[src/rtl/bpsk_phase_sequencer_if.sv]
// ---------------------------------------------------------------------------
// bpsk_phase_sequencer_if
// Bundles the signals between the framing logic, the BPSK phase sequencer
// and the sine wave table.
//   start, tx_bit, tx_last, tx_valid : framing side -> sequencer
//   tx_ready                         : sequencer -> framing side
//   phase, phase_valid, symbol_strobe,
//   busy, done, underrun             : sequencer status and wave table index
// master = bit source / observer, slave = sequencer.
// ---------------------------------------------------------------------------
interface bpsk_phase_sequencer_if #(
  parameter int DATA_WIDTH = 12
);
  logic                  start;
  logic                  tx_bit;
  logic                  tx_last;
  logic                  tx_valid;
  logic                  tx_ready;
  logic [DATA_WIDTH-1:0] phase;
  logic                  phase_valid;
  logic                  symbol_strobe;
  logic                  busy;
  logic                  done;
  logic                  underrun;

  modport master (
    output start, tx_bit, tx_last, tx_valid,
    input  tx_ready, phase, phase_valid, symbol_strobe, busy, done, underrun
  );

  modport slave (
    input  start, tx_bit, tx_last, tx_valid,
    output tx_ready, phase, phase_valid, symbol_strobe, busy, done, underrun
  );
endinterface

[src/rtl/bpsk_phase_sequencer.sv]
// ---------------------------------------------------------------------------
// bpsk_phase_sequencer
// Produces the sine-table phase index for a BPSK carrier. A phase accumulator
// runs continuously while a frame is active; an alternating 0,1,0,1 preamble
// is sent first, then data bits are pulled over a valid/ready handshake.
// A '1' symbol adds half a carrier period to the table index.
// Ports:
//   clk     : system clock
//   rst_n   : asynchronous active-low reset
//   bus_if  : slave modport (start, tx_* in; tx_ready, phase, status out)
//
// state      | meaning
// -----------+--------------------------------------------------------------
// S_IDLE     | waiting for start, phase held at 0
// S_PREAMBLE | sending alternating preamble symbols
// S_DATA     | sending handshaked data bits
// S_DONE     | single cycle, done pulse visible, then back to idle
// ---------------------------------------------------------------------------
module bpsk_phase_sequencer #(
  parameter int DATA_WIDTH        = 12,
  parameter int SINE_RESOLUTION   = 1024,
  parameter int PHASE_STEP        = 16,
  parameter int CYCLES_PER_SYMBOL = 128,
  parameter int PREAMBLE_SYMBOLS  = 8
) (
  input  logic                     clk,
  input  logic                     rst_n,
  bpsk_phase_sequencer_if.slave    bus_if
);

  localparam int PERIOD = 2 * SINE_RESOLUTION;
  localparam int SYM_W  = $clog2(CYCLES_PER_SYMBOL);
  localparam int PRE_W  = (PREAMBLE_SYMBOLS > 1) ? $clog2(PREAMBLE_SYMBOLS) : 1;
  localparam logic [SYM_W-1:0] SYM_LAST = SYM_W'(CYCLES_PER_SYMBOL - 1);
  localparam logic [PRE_W-1:0] PRE_LAST = PRE_W'(PREAMBLE_SYMBOLS - 1);

  typedef enum logic [1:0] {S_IDLE, S_PREAMBLE, S_DATA, S_DONE} state_t;

  state_t                state_q;
  logic [DATA_WIDTH-1:0] acc_q;
  logic [DATA_WIDTH-1:0] acc_d;
  logic [SYM_W-1:0]      sym_cnt_q;
  logic [PRE_W-1:0]      pre_cnt_q;
  logic                  cur_bit_q;
  logic                  cur_last_q;
  logic                  done_q;
  logic                  underrun_q;

  logic active;
  logic sym_end;

  // Modulo add in integer arithmetic so a period of exactly 2**DATA_WIDTH
  // still wraps correctly.
  function automatic logic [DATA_WIDTH-1:0] wrap_add(input logic [DATA_WIDTH-1:0] a,
                                                     input int b);
    int s;
    s = int'(a) + b;
    if (s >= PERIOD) s = s - PERIOD;
    return DATA_WIDTH'(s);
  endfunction

  assign active  = (state_q == S_PREAMBLE) || (state_q == S_DATA);
  assign sym_end = active && (sym_cnt_q == SYM_LAST);
  assign acc_d   = wrap_add(acc_q, PHASE_STEP);

  // Ready only at a symbol boundary that needs a new bit: end of the last
  // preamble symbol, or end of a data symbol that was not flagged last.
  assign bus_if.tx_ready = sym_end &&
                           (((state_q == S_PREAMBLE) && (pre_cnt_q == PRE_LAST)) ||
                            ((state_q == S_DATA) && !cur_last_q));

  assign bus_if.phase         = active ? wrap_add(acc_q, cur_bit_q ? SINE_RESOLUTION : 0)
                                       : '0;
  assign bus_if.phase_valid   = active;
  assign bus_if.symbol_strobe = active && (sym_cnt_q == '0);
  assign bus_if.busy          = (state_q != S_IDLE);
  assign bus_if.done          = done_q;
  assign bus_if.underrun      = underrun_q;

  always_ff @(posedge clk or negedge rst_n) begin
    if (!rst_n) begin
      state_q    <= S_IDLE;
      acc_q      <= '0;
      sym_cnt_q  <= '0;
      pre_cnt_q  <= '0;
      cur_bit_q  <= 1'b0;
      cur_last_q <= 1'b0;
      done_q     <= 1'b0;
      underrun_q <= 1'b0;
    end else begin
      done_q     <= 1'b0;
      underrun_q <= 1'b0;
      case (state_q)
        S_IDLE: begin
          if (bus_if.start) begin
            state_q    <= S_PREAMBLE;
            acc_q      <= '0;
            sym_cnt_q  <= '0;
            pre_cnt_q  <= '0;
            cur_bit_q  <= 1'b0;
            cur_last_q <= 1'b0;
          end
        end
        S_PREAMBLE: begin
          acc_q <= acc_d;
          if (sym_cnt_q != SYM_LAST) begin
            sym_cnt_q <= sym_cnt_q + SYM_W'(1);
          end else if (pre_cnt_q != PRE_LAST) begin
            sym_cnt_q <= '0;
            pre_cnt_q <= pre_cnt_q + PRE_W'(1);
            cur_bit_q <= ~pre_cnt_q[0];      // bit 0 of the incremented count
          end else if (bus_if.tx_valid) begin
            sym_cnt_q  <= '0;
            cur_bit_q  <= bus_if.tx_bit;
            cur_last_q <= bus_if.tx_last;
            state_q    <= S_DATA;
          end else begin
            underrun_q <= 1'b1;
            state_q    <= S_IDLE;
          end
        end
        S_DATA: begin
          acc_q <= acc_d;
          if (sym_cnt_q != SYM_LAST) begin
            sym_cnt_q <= sym_cnt_q + SYM_W'(1);
          end else if (cur_last_q) begin
            done_q  <= 1'b1;
            state_q <= S_DONE;
          end else if (bus_if.tx_valid) begin
            sym_cnt_q  <= '0;
            cur_bit_q  <= bus_if.tx_bit;
            cur_last_q <= bus_if.tx_last;
          end else begin
            underrun_q <= 1'b1;
            state_q    <= S_IDLE;
          end
        end
        S_DONE: begin
          state_q <= S_IDLE;
        end
        default: begin
          state_q <= S_IDLE;
        end
      endcase
    end
  end

endmodule
[src/flat_wrapper.sv]
// flat-port wrapper written by rule: the top's interface ports become plain ports
module bpsk_phase_sequencer_flat 
#(
  parameter int DATA_WIDTH        = 12,
  parameter int SINE_RESOLUTION   = 1024,
  parameter int PHASE_STEP        = 16,
  parameter int CYCLES_PER_SYMBOL = 128,
  parameter int PREAMBLE_SYMBOLS  = 8
)
  (clk, rst_n, bus_if_start, bus_if_tx_bit, bus_if_tx_last, bus_if_tx_valid, bus_if_tx_ready, bus_if_phase, bus_if_phase_valid, bus_if_symbol_strobe, bus_if_busy, bus_if_done, bus_if_underrun);
  bpsk_phase_sequencer_if #(.DATA_WIDTH(DATA_WIDTH)) bus_if_i ();
  input  logic clk;
  input  logic rst_n;
  input wire logic [$bits(bus_if_i.start)-1:0] bus_if_start;
  input wire logic [$bits(bus_if_i.tx_bit)-1:0] bus_if_tx_bit;
  input wire logic [$bits(bus_if_i.tx_last)-1:0] bus_if_tx_last;
  input wire logic [$bits(bus_if_i.tx_valid)-1:0] bus_if_tx_valid;
  output wire logic [$bits(bus_if_i.tx_ready)-1:0] bus_if_tx_ready;
  output wire logic [$bits(bus_if_i.phase)-1:0] bus_if_phase;
  output wire logic [$bits(bus_if_i.phase_valid)-1:0] bus_if_phase_valid;
  output wire logic [$bits(bus_if_i.symbol_strobe)-1:0] bus_if_symbol_strobe;
  output wire logic [$bits(bus_if_i.busy)-1:0] bus_if_busy;
  output wire logic [$bits(bus_if_i.done)-1:0] bus_if_done;
  output wire logic [$bits(bus_if_i.underrun)-1:0] bus_if_underrun;
  assign bus_if_i.start = bus_if_start;
  assign bus_if_i.tx_bit = bus_if_tx_bit;
  assign bus_if_i.tx_last = bus_if_tx_last;
  assign bus_if_i.tx_valid = bus_if_tx_valid;
  assign bus_if_tx_ready = bus_if_i.tx_ready;
  assign bus_if_phase = bus_if_i.phase;
  assign bus_if_phase_valid = bus_if_i.phase_valid;
  assign bus_if_symbol_strobe = bus_if_i.symbol_strobe;
  assign bus_if_busy = bus_if_i.busy;
  assign bus_if_done = bus_if_i.done;
  assign bus_if_underrun = bus_if_i.underrun;
  bpsk_phase_sequencer #(.DATA_WIDTH(DATA_WIDTH), .SINE_RESOLUTION(SINE_RESOLUTION), .PHASE_STEP(PHASE_STEP), .CYCLES_PER_SYMBOL(CYCLES_PER_SYMBOL), .PREAMBLE_SYMBOLS(PREAMBLE_SYMBOLS)) u_core (.clk(clk), .rst_n(rst_n), .bus_if(bus_if_i));
endmodule
[config.mk]
export PLATFORM = sky130hd
export DESIGN_NAME = bpsk_phase_sequencer_flat
export DESIGN_NICKNAME = d
export VERILOG_FILES = /design/src/rtl/bpsk_phase_sequencer_if.sv /design/src/rtl/bpsk_phase_sequencer.sv /design/src/flat_wrapper.sv
export SDC_FILE = /design/constraint.sdc
export NUM_CORES = 1
export LEC_CHECK = 0
export ABC_AREA = 0
export BUFFER_PORTS_ARGS = -buffer_cell sky130_fd_sc_hd__buf_2
export CORE_MARGIN = 2
export CORE_UTILIZATION = 32
export CTS_BUF_LIST = sky130_fd_sc_hd__clkbuf_4
export DETAILED_ROUTE_END_ITERATION = 12
export SLEW_MARGIN = 20
export SYNTH_ARGS = -nofsm -noshare
export SYNTH_HDL_FRONTEND = slang
export SYNTH_SLANG_ARGS = --single-unit
[constraint.sdc]
create_clock -name clk -period 2.25 [get_ports clk]
set_clock_uncertainty 0.2 [all_clocks]
set_input_delay 0.45 -clock clk [delete_from_list [all_inputs] [get_ports clk]]
set_output_delay 0.45 -clock clk [all_outputs]
set_load 0.005 [all_outputs]
# --- Word-level counts from Yosys, hierarchy flattened ---
# Cells that the tools add are included.
totals:
  latch_bits: 0
  ram_bits: 0
  in_bits: 6
  mem_count: 0
  out_inout_bits: 18
  mem_bits_ro: 0
  wordCells: 102
  reg_bits: 28
classes:
  multipliers: 0
  reduce_logical: 21
  order_cmp: 2
  n_bitwise: 1
  shifts: 0
  n_eq_ne: 16
  add_sub_neg: 6
  n_div: 0
  muxes: 48
ops:
  columns: ["cell", "n"]
  rows:
  - ["two-way mux 12 bit", 4]
  - ["two-way mux 7 bit", 6]
  - ["greater-or-equal comparator 32 x 13 -> 1 bit (second input constant)", 1]
  - ["case mux 12 bit (2 select lines)", 1]
  - ["subtractor 12 bit (second input constant)", 2]
  - ["case mux 7 bit (3 select lines)", 1]
  - ["two-way mux 1 bit", 20]
  - ["two-way mux 2 bit", 7]
  - ["!= test 2 bit (second input constant)", 7]
  - ["adder 12 x 11 -> 13 bit", 1]
  - ["adder 12 x 5 -> 13 bit (second input constant)", 1]
  - ["greater-or-equal comparator 13 x 12 -> 1 bit (second input constant)", 1]
  - ["two-way mux 11 bit", 1]
  - ["AND reduction 5 bit", 2]
  - ["two-way mux 3 bit", 3]
  - ["case mux 2 bit (4 select lines)", 1]
  - ["adder 7 x 1 -> 7 bit (second input constant)", 1]
  - ["== test 7 bit (second input constant)", 1]
  - ["logical NOT 7 bit", 1]
  - ["!= test 7 bit (second input constant)", 1]
  - ["!= test 3 bit (second input constant)", 2]
  - ["case mux 1 bit (3 select lines)", 2]
  - ["case mux 3 bit (2 select lines)", 1]
  - ["AND reduction 6 bit", 1]
  - ["other kinds (17)", 25]

# --- Depth between registers and ports, before layout ---
# Gate-level depths: netlist of the first run.
logic_depth:
  depth_word: 5
  ltp_mapped: 8

# --- Worst setup path after synthesis of the first run ---
# No wires, ideal clock.
synth_timing:
  kind: "reg2reg"
  start: "reg u_core.pre_cnt_q[0]"
  end: "reg u_core.sym_cnt_q[6]"
  setup_slack_ps: 185
  setup_ps: 129
  arrival_time_ps: 1735
  n_path_buf: 0
  required_time_ps: 1921
  period_less_slack_ps: 2065
  path_stages_with_launch: 8
  cell_sequence: "dfrtp_1 > ha_1 > ha_1 > and2_1 > a22o_1 > o2111a_1 > o21ai_0 > o21ai_0"
synth_via:
  elab_chain_len: 4
synth_lines:
  columns: ["item", "line_no", "text"]
  rows:
  - ["start, declared", "bpsk_phase_sequencer.sv:43", "logic [PRE_W-1:0] pre_cnt_q;"]
  - ["start signal, assigned", "bpsk_phase_sequencer.sv:110", "pre_cnt_q <= pre_cnt_q + PRE_W'(1);"]
  - ["!= test 3 bit", "bpsk_phase_sequencer.sv:108", "end else if (pre_cnt_q != PRE_LAST) begin"]
  - ["two-way mux 7 bit", "bpsk_phase_sequencer.sv:108", null]
  - ["two-way mux 7 bit", "bpsk_phase_sequencer.sv:106", "if (sym_cnt_q != SYM_LAST) begin"]
  - ["case mux 7 bit (3 select lines)", "bpsk_phase_sequencer.sv:93", "case (state_q)"]
  - ["end signal, assigned", "bpsk_phase_sequencer.sv:107", "sym_cnt_q <= sym_cnt_q + SYM_W'(1);"]
  - ["end signal, assigned", "bpsk_phase_sequencer.sv:125", "sym_cnt_q <= sym_cnt_q + SYM_W'(1);"]
  - ["end, declared", "bpsk_phase_sequencer.sv:42", "logic [SYM_W-1:0] sym_cnt_q;"]
# Every way passes these cells.
# A chain may end at the register's enable or synchronous reset.

# --- Worst setup path after layout of the first run ---
layout_timing:
  start: "reg u_core.acc_q[10]"
  end: "out bus_if_phase[11]"
layout_via:
  elab_chain_len: 4
  elab_cells_between_ends: 5
  classes_between: "2 x add/sub; 1 x order compare; 2 x mux"
layout_lines:
  columns: ["item", "line_no", "text"]
  rows:
  - ["start, declared", "bpsk_phase_sequencer.sv:40", "logic [DATA_WIDTH-1:0] acc_q;"]
  - ["start signal, assigned", "bpsk_phase_sequencer.sv:83", "acc_q <= '0;"]
  - ["start signal, assigned", "bpsk_phase_sequencer.sv:97", "acc_q <= '0;"]
  - ["start signal, assigned", "bpsk_phase_sequencer.sv:105", "acc_q <= acc_d;"]
  - ["adder 12 x 11 -> 13 bit (*)", "bpsk_phase_sequencer.sv:57", "s = int'(a) + b;"]
  - ["greater-or-equal comparator 32 x 13 -> 1 bit or subtractor 12 bit (tied branches)", "bpsk_phase_sequencer.sv:58", "if (s >= PERIOD) s = s - PERIOD;"]
  - ["two-way mux 12 bit (*)", "bpsk_phase_sequencer.sv:58", null]
  - ["two-way mux 12 bit (*)", "bpsk_phase_sequencer.sv:72", "assign bus_if.phase = active ? wrap_add(acc_q, cur_bit_q ? SINE_RESOLUTION : 0)"]
  - ["end, declared", "flat_wrapper.sv:19", "output wire logic [$bits(bus_if_i.phase)-1:0] bus_if_phase;"]
# Every way passes the cells marked *; elsewhere a longest branch is shown, timed or not.

==> metrics.md, run 1 <==
| Metric | Value |
|---|---|
| Diode insertion count for antenna repair | `0` |
| # setup viols final | `2` |
| Wire per inst | `13.40 um` |
| Most frequent cells in the layout | `sky130_fd_sc_hd__buf_4 (28), sky130_fd_sc_hd__dfrtp_1 (24), sky130_fd_sc_hd__buf_2 (20)` |
| Standard cell with the maximum stage delay on the critical path | `sky130_fd_sc_hd__dfrtp_1` |
| Final Hold Slack | `0.2915 ns` |
| Critical path launch point type | `flop` |
| TritonCTS clock tree | `done` |
| Power density cells | `899.4 mW/mm2` |
| Static Leakage | `1.066 nW` |
| Clock latency at the later pin of the worst-skew pair | `0.31 ns` |
| I/O pin cnt | `24` |
| Highest clock rate | `424.9 MHz` |
| Placeable core region | `0.005107 mm2` |
| Cell count after synthesis | `198` |
| Max H-tree Level | `1` |
| Global-route wire length before repair | `7.107 mm` |
| Maximum number of pins on one net before global-route repair | `25` |
| Origin of the worst min-delay path | `bus_if_tx_valid` |
| Final number of hold-violating endpoints | `0` |
| Clock net sink count | `24` |
| Failing checks | `negative setup slack` |
| Setup repair after global routing missed its margin | `yes` |
| Path length in cells of the critical path | `8` |
| Number of iterations in the first detailed-routing pass | `4` |
| Clock Tree Root | `sky130_fd_sc_hd__clkbuf_4` |
| Antenna-violating nets left | `0` |
| Post-layout instance count excluding filler cells | `313` |
| Number of synthesis warnings | `0` |
| Pin slew with the least headroom to its limit | `0.5633 ns` |
| Antenna violations before repair | `0` |
| Sequence of cells on the critical path | `ha_4, buf_4, inv_1, ha_1, nand3_1, o21ai_1, and2_1, buf_2` |
| Slew margin rel. | `62.45%` |
| Number of enable flip-flop cells after synthesis | `0` |
| Largest fanout on the critical path | `2` |
| Share of the clock period used by the worst path after layout | `104.6%` |
| Placed wire-length estimate | `2.883 mm` |
| Chip width | `76.84 um` |
| Height of the die | `76.84 um` |
| CTS Buf Count | `3` |
| MaxCap Viol Count | `0` |
| Buffers plus inverters on the worst setup path | `3` |
| Register bit total from synthesis | `24` |
| Count of placed standard cells including taps | `292` |
| Number of DRC violations after detailed-routing iteration 0 | `51` |
| Count of cell types in the netlist | `34` |
| Reg2reg end | `u_core.sym_cnt_q[6]$_DFFE_PN0P_` |
| Share of flip-flops with an asynchronous set or reset after synthesis | `100.0%` |
| Drt total wl | `4.193 mm` |
| Starting Density | `33.24%` |
| Placer's final routability congestion estimate | `0.8396` |
| Worst Hold Class | `input port to flop` |
| Family with the most delay on the worst path | `flip-flops` |
| Hold path cells | `2` |
| CP max stage delay | `0.44 ns` |
| Layout overhead on the synthesized area | `31.10%` |
| Fraction of layout instances using a drive strength above 1 | `31.69%` |
| Minimum clock period after layout | `2.353 ns` |
| Worst setup path class | `flop to output port` |
| Run status | `finished with violations` |
| Global-route total usage across every layer | `14.61%` |
| Final nets | `264` |
| Commonest register cell after synthesis | `sky130_fd_sc_hd__dfrtp_1` |
| Per-instance average area after synthesis | `8.575 um2` |
| Post-route DRC violation count | `0` |
| Finished layout cell area | `0.002226 mm2` |
| Worst Setup Slack, final | `-0.1033 ns` |
| Count of fill cells added during filler insertion | `516` |
| Via/cell ratio | `5.093` |
| CTS Buffer Depth | `2` |
| Cell area after placement | `0.001933 mm2` |
| Utilization after layout | `43.58%` |
| Port buffer count | `19` |
| Required time of the worst setup path | `1.60 ns` |
| Max-slew violation count | `0` |
| Die Footprint | `0.005904 mm2` |
| Clk pin slew, worst setup/hold paths | `0.13 ns` |
| Detailed-route via count | `1594` |
| Total overflow reported by the global router | `0` |
| Vias in the first global route | `1552` |
| Sequential share of the synthesized area | `35.37%` |
| Most frequent standard cell in the layout excluding fill and tap cells | `sky130_fd_sc_hd__buf_4` |
| Reg2reg setup slack | `0.14 ns` |
| Total Power | `2.002 mW` |
| Kind of end point of the critical path | `output port` |
| Site row count | `26` |
| Sink of the worst hold path | `u_core.bus_if.underrun$_DFF_PN0_` |
| Critical Path AT | `1.70 ns` |
| Depth of the worst register-to-register path | `8` |
| Post-synthesis instance area | `0.001698 mm2` |
| Maximum VDD drop | `336.2 uV` |
| R2R Path Start | `u_core.state_q[1]$_DFFE_PN0P_` |
[state kept, by name (all words and copies together) (netlist names)]
register	count
u_core.acc_q	8
u_core.bus_if.done	1
u_core.bus_if.underrun	1
u_core.cur_bit_q	1
u_core.cur_last_q	1
u_core.pre_cnt_q	3
u_core.state_q	2
u_core.sym_cnt_q	7
[metrics by stage]
step | setup slack (ns) | TNS [ns]
6_report | -0.1033 | -0.1885
5_1_grt | -0.1973 | -0.4181
4_1_cts | -0.1706 | -0.3574
3_5_place_dp | 0.02211 | 0
3_3_place_gp | 0.03651 | 0
2_1_floorplan | 0.1851 | 0
[worst reg2reg max path: cells and delay by family, from the launching register on]
| family | cells | cell delay, ns |
|---|---|---|
| AND/OR/NAND/NOR | 1 | 0.14 |
| flip-flops | 1 | 0.43 |
| adder cells (fa/ha/maj) | 1 | 0.15 |
| AO/OA/AOI/OAI | 4 | 0.79 |
| buffers and inverters | 2 | 0.29 |
[area by class of cell]
class | count | area [um2] | area share, %
inverter | 12 | 45.04 | 2.024
sequential | 24 | 600.6 | 26.98
tap | 70 | 87.58 | 3.935
multi-input combinational | 153 | 1124 | 50.48
timing repair buffer | 51 | 346.6 | 15.57
clock buffer | 3 | 22.52 | 1.012
[metal layers]
metal  track usage, %  vias to the layer above  part of all wire, %
met5                0                        -                    0
met4            5.273                        0                 0.69
met3            2.353                        2                  3.5
met2            23.77                       31                   49
met1            19.56                      777                   46
li1                 -                      784                    -
[report_power, final]
group	leakage (nW)	switching, mW	internal, mW	total [mW]
clock	0.0138	0.133	0.0627	0.195
combinational	0.725	0.643	0.599	1.24
sequential	0.327	0.0707	0.494	0.565
total	1.07	0.847	1.16	2.00
[what timing repair did]
item | CTS | global route
endpoints found under the hold margin | 24 | 0
setup endpoints to repair | 11 | 16
pin swaps | 8 | 3
hold buffers | 1 | 0
gates resized for setup | 16 | 16
buffers inserted | 8 | 9
[logic make-up (layout without fill, tap and decap cells)]
kind of cell / Yosys count / in the layout / synth area share, %
AO/OA/AOI/OAI: 54 / 54 / 22.18
adder cells (fa/ha/maj): 13 / 13 / 9.580
buffers and inverters: 24 / 66 / 6.410
flip-flops: 24 / 24 / 35.37
multiplexers: 7 / 7 / 4.348
other: 1 / 4 / 0.2209
AND/OR/NAND/NOR: 75 / 75 / 21.89
[cells in the mapped netlist (5+ instances only)]
library cell / n / share of area (%)
sky130_fd_sc_hd__dfrtp_1: 24 / 35
sky130_fd_sc_hd__nor3_1: 5 / 1.5
sky130_fd_sc_hd__nand3_1: 12 / 3.5
sky130_fd_sc_hd__a21o_1: 5 / 2.2
sky130_fd_sc_hd__nor2_1: 16 / 3.5
sky130_fd_sc_hd__nor2b_1: 5 / 1.8
sky130_fd_sc_hd__inv_1: 12 / 2.7
sky130_fd_sc_hd__a21oi_1: 10 / 2.9
sky130_fd_sc_hd__o21ai_0: 18 / 5.3
sky130_fd_sc_hd__a22o_1: 12 / 6.2
sky130_fd_sc_hd__nand2_1: 15 / 3.3
sky130_fd_sc_hd__ha_1: 13 / 9.6
sky130_fd_sc_hd__and2_1: 10 / 3.7
[worst max-delay path by stage]
stage | start | end | slack (ns)
after global routing | u_core.acc_q[10]$_DFFE_PN0P_ | bus_if_phase[11] | -0.20
final | u_core.acc_q[10]$_DFFE_PN0P_ | bus_if_phase[11] | -0.10
after CTS | u_core.acc_q[10]$_DFFE_PN0P_ | bus_if_phase[11] | -0.17
after global placement | u_core.state_q[0]$_DFFE_PN0P_ | u_core.sym_cnt_q[6]$_DFFE_PN0P_ | 0.04
after detailed placement | u_core.state_q[0]$_DFFE_PN0P_ | u_core.sym_cnt_q[6]$_DFFE_PN0P_ | 0.02
after floorplan | u_core.pre_cnt_q[0]$_DFFE_PN0P_ | u_core.sym_cnt_q[6]$_DFFE_PN0P_ | 0.19
Power figures use the tool's default switching activity.
==> run 2, diff against run 1 <==
--- a/config.mk
+++ b/config.mk
@@ -11,6 +11,7 @@
 export CORE_UTILIZATION = 32
 export CTS_BUF_LIST = sky130_fd_sc_hd__clkbuf_4
 export DETAILED_ROUTE_END_ITERATION = 12
+export PLACE_DENSITY_LB_ADDON = 0.1
 export SLEW_MARGIN = 20
 export SYNTH_ARGS = -nofsm -noshare
 export SYNTH_HDL_FRONTEND = slang
==> run 2 against run 1 <==
- the flow still finishes with violations (negative setup slack)
- wire length increased by 5.3%
- via count increased by 1.8%
- clock power increased by 66%
- cell count increased by 2.6%
- largest power group unchanged
- sequential share of layout area decreased by 1.6 points
- non-clock buffer count increased by 7
- sequential power about the same
- fmax about the same
- critical endpoint unchanged
- design area increased by 6.5%
- worst setup slack got worse by 0.0011 ns
==> metrics.md, run 2 (synthesis results as in run 1) <==
| Metric | Value |
|---|---|
| Run status | `finished with violations` |
| Failing checks | `negative setup slack` |
| Max FFs per register | `8 (unchanged)` |
| Final Hold Slack | `0.2593 ns (-0.03226 ns)` |
| CP max stage delay | `0.45 ns (about the same)` |
| Worst Hold Class | `input port to flop` |
| Final number of hold-violating endpoints | `0 (unchanged)` |
| Count of placed standard cells including taps | `295 (+1.0%)` |
| Number of DRC violations after detailed-routing iteration 0 | `59 (+16%)` |
| Buffers plus inverters on the worst setup path | `1 (-2)` |
| Maximum VDD drop | `646.3 uV (+92%)` |
| CTS Buf Count | `3 (unchanged)` |
| Antenna-violating nets left | `0 (unchanged)` |
| Fraction of layout instances using a drive strength above 1 | `35.06% (+3.4 points)` |
| Reg2reg end | `u_core.sym_cnt_q[6]$_DFFE_PN0P_` |
| Placer's final routability congestion estimate | `0.8196 (-2.4%)` |
| Critical path launch point type | `flop` |
| I/O pin cnt | `24 (unchanged)` |
| Maximum number of pins on one net before global-route repair | `25 (unchanged)` |
| Pin slew with the least headroom to its limit | `0.5628 ns (-0.0004889 ns)` |
| Standard cell with the maximum stage delay on the critical path | `sky130_fd_sc_hd__dfrtp_1` |
| Placeable core region | `0.005107 mm2 (unchanged)` |
| Largest registers | `u_core.acc_q (8), u_core.sym_cnt_q (7), u_core.pre_cnt_q (3)` |
| Port buffer count | `19 (unchanged)` |
| Diode insertion count for antenna repair | `0 (unchanged)` |
| Site row count | `26 (unchanged)` |
| Most frequent standard cell in the layout excluding fill and tap cells | `sky130_fd_sc_hd__buf_4` |
| Placed wire-length estimate | `3.044 mm (+5.6%)` |
| Max H-tree Level | `1 (unchanged)` |
| Clock Tree Root | `sky130_fd_sc_hd__clkbuf_4` |
| Share of the clock period used by the worst path after layout | `104.6% (about the same)` |
| Clock latency at the later pin of the worst-skew pair | `0.32 ns (about the same)` |
| Reg2reg setup slack | `0.11 ns (-0.03 ns)` |
| Required time of the worst setup path | `1.60 ns (about the same)` |
| CTS Buffer Depth | `2 (unchanged)` |
| Critical Path AT | `1.70 ns (about the same)` |
| Antenna violations before repair | `0 (unchanged)` |
| Power density cells | `1023 mW/mm2 (+14%)` |
| Static Leakage | `1.137 nW (+6.7%)` |
| Count of fill cells added during filler insertion | `500 (-3.1%)` |
| Worst setup path start | `u_core.cur_bit_q$_DFFE_PN0P_` |
| Vias in the first global route | `1607 (+3.5%)` |
| Family with the most delay on the worst path | `flip-flops` |
| Total Power | `2.424 mW (+21%)` |
| MaxCap Viol Count | `0 (unchanged)` |
| Path length in cells of the critical path | `8 (unchanged)` |
| Detailed-route via count | `1623 (+1.8%)` |
| Wire per inst | `13.75 um (+2.7%)` |
| Via/cell ratio | `5.056 (-0.72%)` |
| Depth of the worst register-to-register path | `8 (unchanged)` |
| Total overflow reported by the global router | `0 (unchanged)` |
| Global-route wire length before repair | `7.452 mm (+4.9%)` |
| Max-slew violation count | `0 (unchanged)` |
| Register name with the most flops | `u_core.acc_q` |
| Height of the die | `76.84 um (unchanged)` |
| # setup viols final | `7 (+5)` |
| TritonCTS clock tree | `done` |
| R2R Path Start | `u_core.state_q[0]$_DFFE_PN0P_` |
| Worst setup path class | `flop to output port` |
| Global-route total usage across every layer | `15.34% (+0.73 points)` |
| Starting Density | `33.24% (unchanged)` |
| Chip width | `76.84 um (unchanged)` |
| Drt total wl | `4.415 mm (+5.3%)` |
| Number of iterations in the first detailed-routing pass | `4 (unchanged)` |
| Layout overhead on the synthesized area | `39.57%` |
| Die Footprint | `0.005904 mm2 (unchanged)` |
| Highest clock rate | `424.7 MHz (about the same)` |
| Most frequent cells in the layout | `sky130_fd_sc_hd__buf_4 (33), sky130_fd_sc_hd__dfrtp_1 (24), sky130_fd_sc_hd__nor2_1 (16), sky130_fd_sc_hd__nand2_1 (15), sky130_fd_sc_hd__o21ai_0 (15)` |
| Post-layout instance count excluding filler cells | `321 (+2.6%)` |
| Final nets | `271 (+2.7%)` |
| Post-route DRC violation count | `0 (unchanged)` |
| Sequence of cells on the critical path | `ha_4, ha_4, nor4_2, nand3_1, nand3_1, o21ai_1, and2_1, buf_2` |
| Worst setup endpoint | `bus_if_phase[11]` |
| Worst Setup Slack, final | `-0.1044 ns (-0.001120 ns)` |
| Clock net sink count | `24 (unchanged)` |
| Minimum clock period after layout | `2.354 ns (+0.001120 ns)` |
| Setup repair after global routing missed its margin | `yes` |
| Slew margin rel. | `62.48% (about the same)` |
| Kind of end point of the critical path | `output port` |
| Clk pin slew, worst setup/hold paths | `0.15 ns (+0.02 ns)` |
| Largest fanout on the critical path | `2 (unchanged)` |
==> run 2: final cells by class <==
cell class                 count  area [um2]  share of cell area [%]
sequential                    24       600.6                   25.34
tap                           70       87.58                   3.696
timing repair buffer          58       471.7                   19.90
multi-input combinational    153        1112                   46.94
clock buffer                   3       22.52                  0.9504
inverter                      12       45.04                   1.901
clock inverter                 1       30.03                   1.267
==> run 2: timing repair <==
item | 4_1_cts | 5_1_grt
setup buffers | 12 | 8
hold endpoints to repair | 24 | 0
gates cloned | 0 | 1
setup endpoints to repair | 10 | 15
hold buffers | 1 | 0
resized for setup | 20 | 20
pin swaps | 8 | 9
==> run 2: worst reg2reg max path, cell delays in order, from the launching register on <==
cell                       delay [ns]
sky130_fd_sc_hd__dfrtp_1         0.42
sky130_fd_sc_hd__buf_4           0.14
sky130_fd_sc_hd__ha_1            0.22
sky130_fd_sc_hd__and2_4          0.16
sky130_fd_sc_hd__buf_4           0.14
sky130_fd_sc_hd__a22o_1          0.21
sky130_fd_sc_hd__o2111a_2        0.30
sky130_fd_sc_hd__o21ai_0         0.16
sky130_fd_sc_hd__o21ai_0         0.10
==> run 2: through the flow <==
step | setup TNS, ns | setup WS (ns) | utilization [%] | area (um2)
finish | -0.2093 | -0.1044 | 46.40 | 2370
global route | -0.9997 | -0.2253 | 46.40 | 2370
CTS | -0.1830 | -0.1830 | 42.77 | 2185
detailed placement | 0 | 0.1100 | 38.29 | 1956
global placement | 0 | 0.1130 | 38.29 | 1956
floorplan | 0 | 0.1851 | - | 1709
==> run 2: report_power, final <==
part / total (mW) / switching (mW) / internal (mW)
logic: 1.53 / 0.692 / 0.842
clock network: 0.323 / 0.143 / 0.180
registers: 0.568 / 0.0733 / 0.494
total: 2.42 / 0.908 / 1.52
==> run 2: how the worst min path moves through the flow <==
stage	from	endpoint	slack (ns)	cells past startpoint
floorplan	rst_n	u_core.acc_q[10]$_DFFE_PN0P_	-0.05	0
global placement	rst_n	u_core.acc_q[11]$_DFFE_PN0P_	0.28	1
detailed placement	rst_n	u_core.acc_q[11]$_DFFE_PN0P_	0.29	1
CTS	bus_if_tx_valid	u_core.bus_if.underrun$_DFF_PN0_	0.24	2
global route	bus_if_tx_valid	u_core.bus_if.underrun$_DFF_PN0_	0.24	2
finish	bus_if_tx_valid	u_core.bus_if.underrun$_DFF_PN0_	0.26	2
==> run 2: layer usage <==
layer,part of all wire (%),global-route usage (%)
met1,44,19.34
met3,4.8,3.059
met5,0,0
met2,51,26.75
met4,1.0,3.818
==> run 3, diff against run 2 <==
--- a/config.mk
+++ b/config.mk
@@ -7,9 +7,8 @@
 export LEC_CHECK = 0
 export ABC_AREA = 0
 export BUFFER_PORTS_ARGS = -buffer_cell sky130_fd_sc_hd__buf_2
-export CORE_MARGIN = 2
+export CORE_MARGIN = 4
 export CORE_UTILIZATION = 32
-export CTS_BUF_LIST = sky130_fd_sc_hd__clkbuf_4
 export DETAILED_ROUTE_END_ITERATION = 12
 export PLACE_DENSITY_LB_ADDON = 0.1
 export SLEW_MARGIN = 20
==> run 3 against run 2 <==
- cell count decreased by 0.62%
- largest cell class unchanged
- the flow still finishes with violations (negative setup slack)
- via count decreased by 1.5%
- worst setup slack better by 0.020 ns
- critical endpoint unchanged
- sequential cell count did not move
- global-route usage is 1.2 points lower
- critical path depth shrank 1
- register-to-register slack gained 0.09 ns
- fmax up 0.87%
- clock power is 21% lower
- wire length is 3.0% higher
==> metrics.md, run 3 (synthesis results as in run 1) <==
| Metric | Value |
|---|---|
| Run status | `finished with violations` |
| Failing checks | `negative setup slack` |
| Area of combinational cells with multiple inputs | `0.001101 mm2 (-1.0%)` |
| Global-route total usage across every layer | `14.18% (-1.2 points)` |
| Number of iterations in the first detailed-routing pass | `4 (unchanged)` |
| Height of the die | `80.84 um (+5.2%)` |
| Most frequent standard cell in the layout excluding fill and tap cells | `sky130_fd_sc_hd__buf_4` |
| Required time of the worst setup path | `1.60 ns (about the same)` |
| Critical Path AT | `1.68 ns (-0.02 ns)` |
| Hold path cells | `2 (unchanged)` |
| Worst Setup Slack, final | `-0.08402 ns (+0.02036 ns)` |
| Placer's final routability congestion estimate | `0.8450 (+3.1%)` |
| Maximum number of pins on one net before global-route repair | `25 (unchanged)` |
| Starting Density | `33.03% (-0.21 points)` |
| Setup repair after global routing missed its margin | `yes` |
| Minimum clock period after layout | `2.334 ns (-0.02036 ns)` |
| Final Hold Slack | `0.3150 ns (+0.05575 ns)` |
| Clock net sink count | `24 (unchanged)` |
| Slew margin rel. | `62.72% (+0.24 points)` |
| Antenna-violating nets left | `0 (unchanged)` |
| Die Footprint | `0.006535 mm2 (+11%)` |
| Worst Hold Class | `input port to flop` |
| Kind of end point of the critical path | `output port` |
| Site row count | `26 (unchanged)` |
| Count of fill cells added during filler insertion | `551 (+10%)` |
| MaxCap Viol Count | `0 (unchanged)` |
| Port buffer count | `19 (unchanged)` |
| Clock Tree Root | `sky130_fd_sc_hd__clkbuf_8` |
| CP max stage delay | `0.43 ns (-0.02 ns)` |
| Final nets | `270 (-0.37%)` |
| Register name with the most flops | `u_core.acc_q` |
| Critical path launch point type | `flop` |
| Buffers plus inverters on the worst setup path | `1 (unchanged)` |
| Most used cell along the critical path | `sky130_fd_sc_hd__nand3_1` |
| Worst setup path class | `flop to output port` |
| Clock latency at the later pin of the worst-skew pair | `0.27 ns (-0.05 ns)` |
| Post-route DRC violation count | `0 (unchanged)` |
| Static Leakage | `1.106 nW (-2.7%)` |
| Max H-tree Level | `1 (unchanged)` |
| Diode insertion count for antenna repair | `0 (unchanged)` |
| Layout overhead on the synthesized area | `34.41%` |
| Via/cell ratio | `5.009 (-0.92%)` |
| I/O pin cnt | `24 (unchanged)` |
| TritonCTS clock tree | `done` |
| Most frequent cells in the layout | `sky130_fd_sc_hd__buf_4 (34), sky130_fd_sc_hd__dfrtp_1 (24), sky130_fd_sc_hd__buf_2 (19), sky130_fd_sc_hd__o21ai_0 (16), sky130_fd_sc_hd__nand2_1 (15)` |
| Antenna violations before repair | `0 (unchanged)` |
| CTS Buf Count | `3 (unchanged)` |
| Post-layout instance count excluding filler cells | `319 (-0.62%)` |
| Family with the most delay on the worst path | `simple AND/OR/NAND/NOR gates` |
| Number of DRC violations after detailed-routing iteration 0 | `78 (+32%)` |
| # setup viols final | `1 (-6)` |
| Path length in cells of the critical path | `7 (-1)` |
| Register area | `600.6 um2 (unchanged)` |
| Total Power | `2.195 mW (-9.5%)` |
| Pin slew with the least headroom to its limit | `0.5592 ns (-0.003606 ns)` |
| Highest clock rate | `428.4 MHz (+0.87%)` |
| Worst Setup Slack post-DPL | `0.04953 ns (-0.06050 ns)` |
| Wire per inst | `14.26 um (+3.7%)` |
| Total overflow reported by the global router | `0 (unchanged)` |
| Depth of the worst register-to-register path | `7 (-1)` |
| Share of the clock period used by the worst path after layout | `103.7% (-0.90 points)` |
| Detailed-route via count | `1598 (-1.5%)` |
| Standard cell with the maximum stage delay on the critical path | `sky130_fd_sc_hd__dfrtp_1` |
| Count of placed standard cells including taps | `295 (unchanged)` |
| Fraction of layout instances using a drive strength above 1 | `33.73% (-1.3 points)` |
| Vias in the first global route | `1537 (-4.4%)` |
| Placed wire-length estimate | `3.196 mm (+5.0%)` |
| Placeable core region | `0.005140 mm2 (+0.64%)` |
| Final number of hold-violating endpoints | `0 (unchanged)` |
| Power density cells | `961.9 mW/mm2 (-6.0%)` |
| Largest fanout on the critical path | `2 (unchanged)` |
| Chip width | `80.84 um (+5.2%)` |
| Max-slew violation count | `0 (unchanged)` |
| Maximum VDD drop | `644.4 uV (-0.29%)` |
| Sequence of cells on the critical path | `ha_4, nor4_4, nand3_1, nand3_1, o21ai_1, and2_1, buf_2` |
| Largest registers | `u_core.acc_q (8), u_core.sym_cnt_q (7), u_core.pre_cnt_q (3)` |
| Global-route wire length before repair | `7.362 mm (-1.2%)` |
| Drt total wl | `4.548 mm (+3.0%)` |
| CTS Buffer Depth | `2 (unchanged)` |
| Clk pin slew, worst setup/hold paths | `0.08 ns (-0.07 ns)` |
| Max FFs per register | `8 (unchanged)` |
-- run 3: cell types whose count changed in the layout (fill, tap and decap cells not counted), sizes merged --
cell    before  now
bufinv       1    0
clkbuf       4    3
-- run 3: worst paths after layout --
check / slack [ns] / startpoint / end
setup / recovery: -0.08 / u_core.cur_bit_q$_DFFE_PN0P_ / bus_if_phase[11]
hold / removal: 0.32 / bus_if_tx_valid / u_core.bus_if.underrun$_DFF_PN0_
setup reg to reg: 0.20 / u_core.pre_cnt_q[1]$_DFFE_PN0P_ / u_core.sym_cnt_q[6]$_DFFE_PN0P_
hold reg to reg: 0.34 / u_core.acc_q[4]$_DFFE_PN0P_ / u_core.acc_q[4]$_DFFE_PN0P_
max in group asynchronous: 0.98 / rst_n / u_core.cur_last_q$_DFFE_PN0P_
min in group asynchronous: 0.50 / rst_n / u_core.acc_q[11]$_DFFE_PN0P_
-- run 3: per-layer routing --
| layer | GRT usage (%) | vias to the layer above | share of wire [%] |
|---|---|---|---|
| met5 | 0 | - | 0 |
| met4 | 4.561 | 0 | 1.4 |
| met2 | 23.81 | 40 | 48 |
| li1 | - | 791 | - |
| met3 | 1.441 | 7 | 2.8 |
| met1 | 19.05 | 760 | 47 |
-- run 3: timing repair --
action,4_1_cts,5_1_grt
gates cloned,0,0
hold endpoints to repair,24,0
hold buffers,1,0
gates resized for setup,14,19
pin swaps,5,6
setup buffers,3,17
endpoints found under the setup margin,10,16
-- run 3: worst reg2reg max path: stages, from the launching register on --
cell                       delay, ns
sky130_fd_sc_hd__dfrtp_1        0.41
sky130_fd_sc_hd__ha_2           0.19
sky130_fd_sc_hd__ha_2           0.18
sky130_fd_sc_hd__and2_4         0.17
sky130_fd_sc_hd__a22o_1         0.22
sky130_fd_sc_hd__o2111a_2       0.30
sky130_fd_sc_hd__o21ai_0        0.16
sky130_fd_sc_hd__o21ai_0        0.11
-- run 3: final cells by class --
class	instances	share of cell area, %
Inverter	12	1.974
Timing Repair Buffer	57	17.82
Clock buffer	3	1.809
Multi-Input combinational cell	153	48.25
Sequential cell	24	26.32
Tap cell	70	3.838
-- run 3: through the flow --
stage	setup TNS [ns]	cell area, um2	utilization, %
finish	-0.08402	2282	44.40
global route	-0.3029	2282	44.40
CTS	-0.1301	2087	40.60
detailed placement	0	1956	38.05
global placement	0	1956	38.05
floorplan	0	1709	-
-- run 3: power by group --
| group | total (mW) | internal (mW) | switching (mW) |
|---|---|---|---|
| sequential | 0.571 | 0.494 | 0.0766 |
| combinational | 1.37 | 0.699 | 0.669 |
| clock | 0.256 | 0.120 | 0.137 |
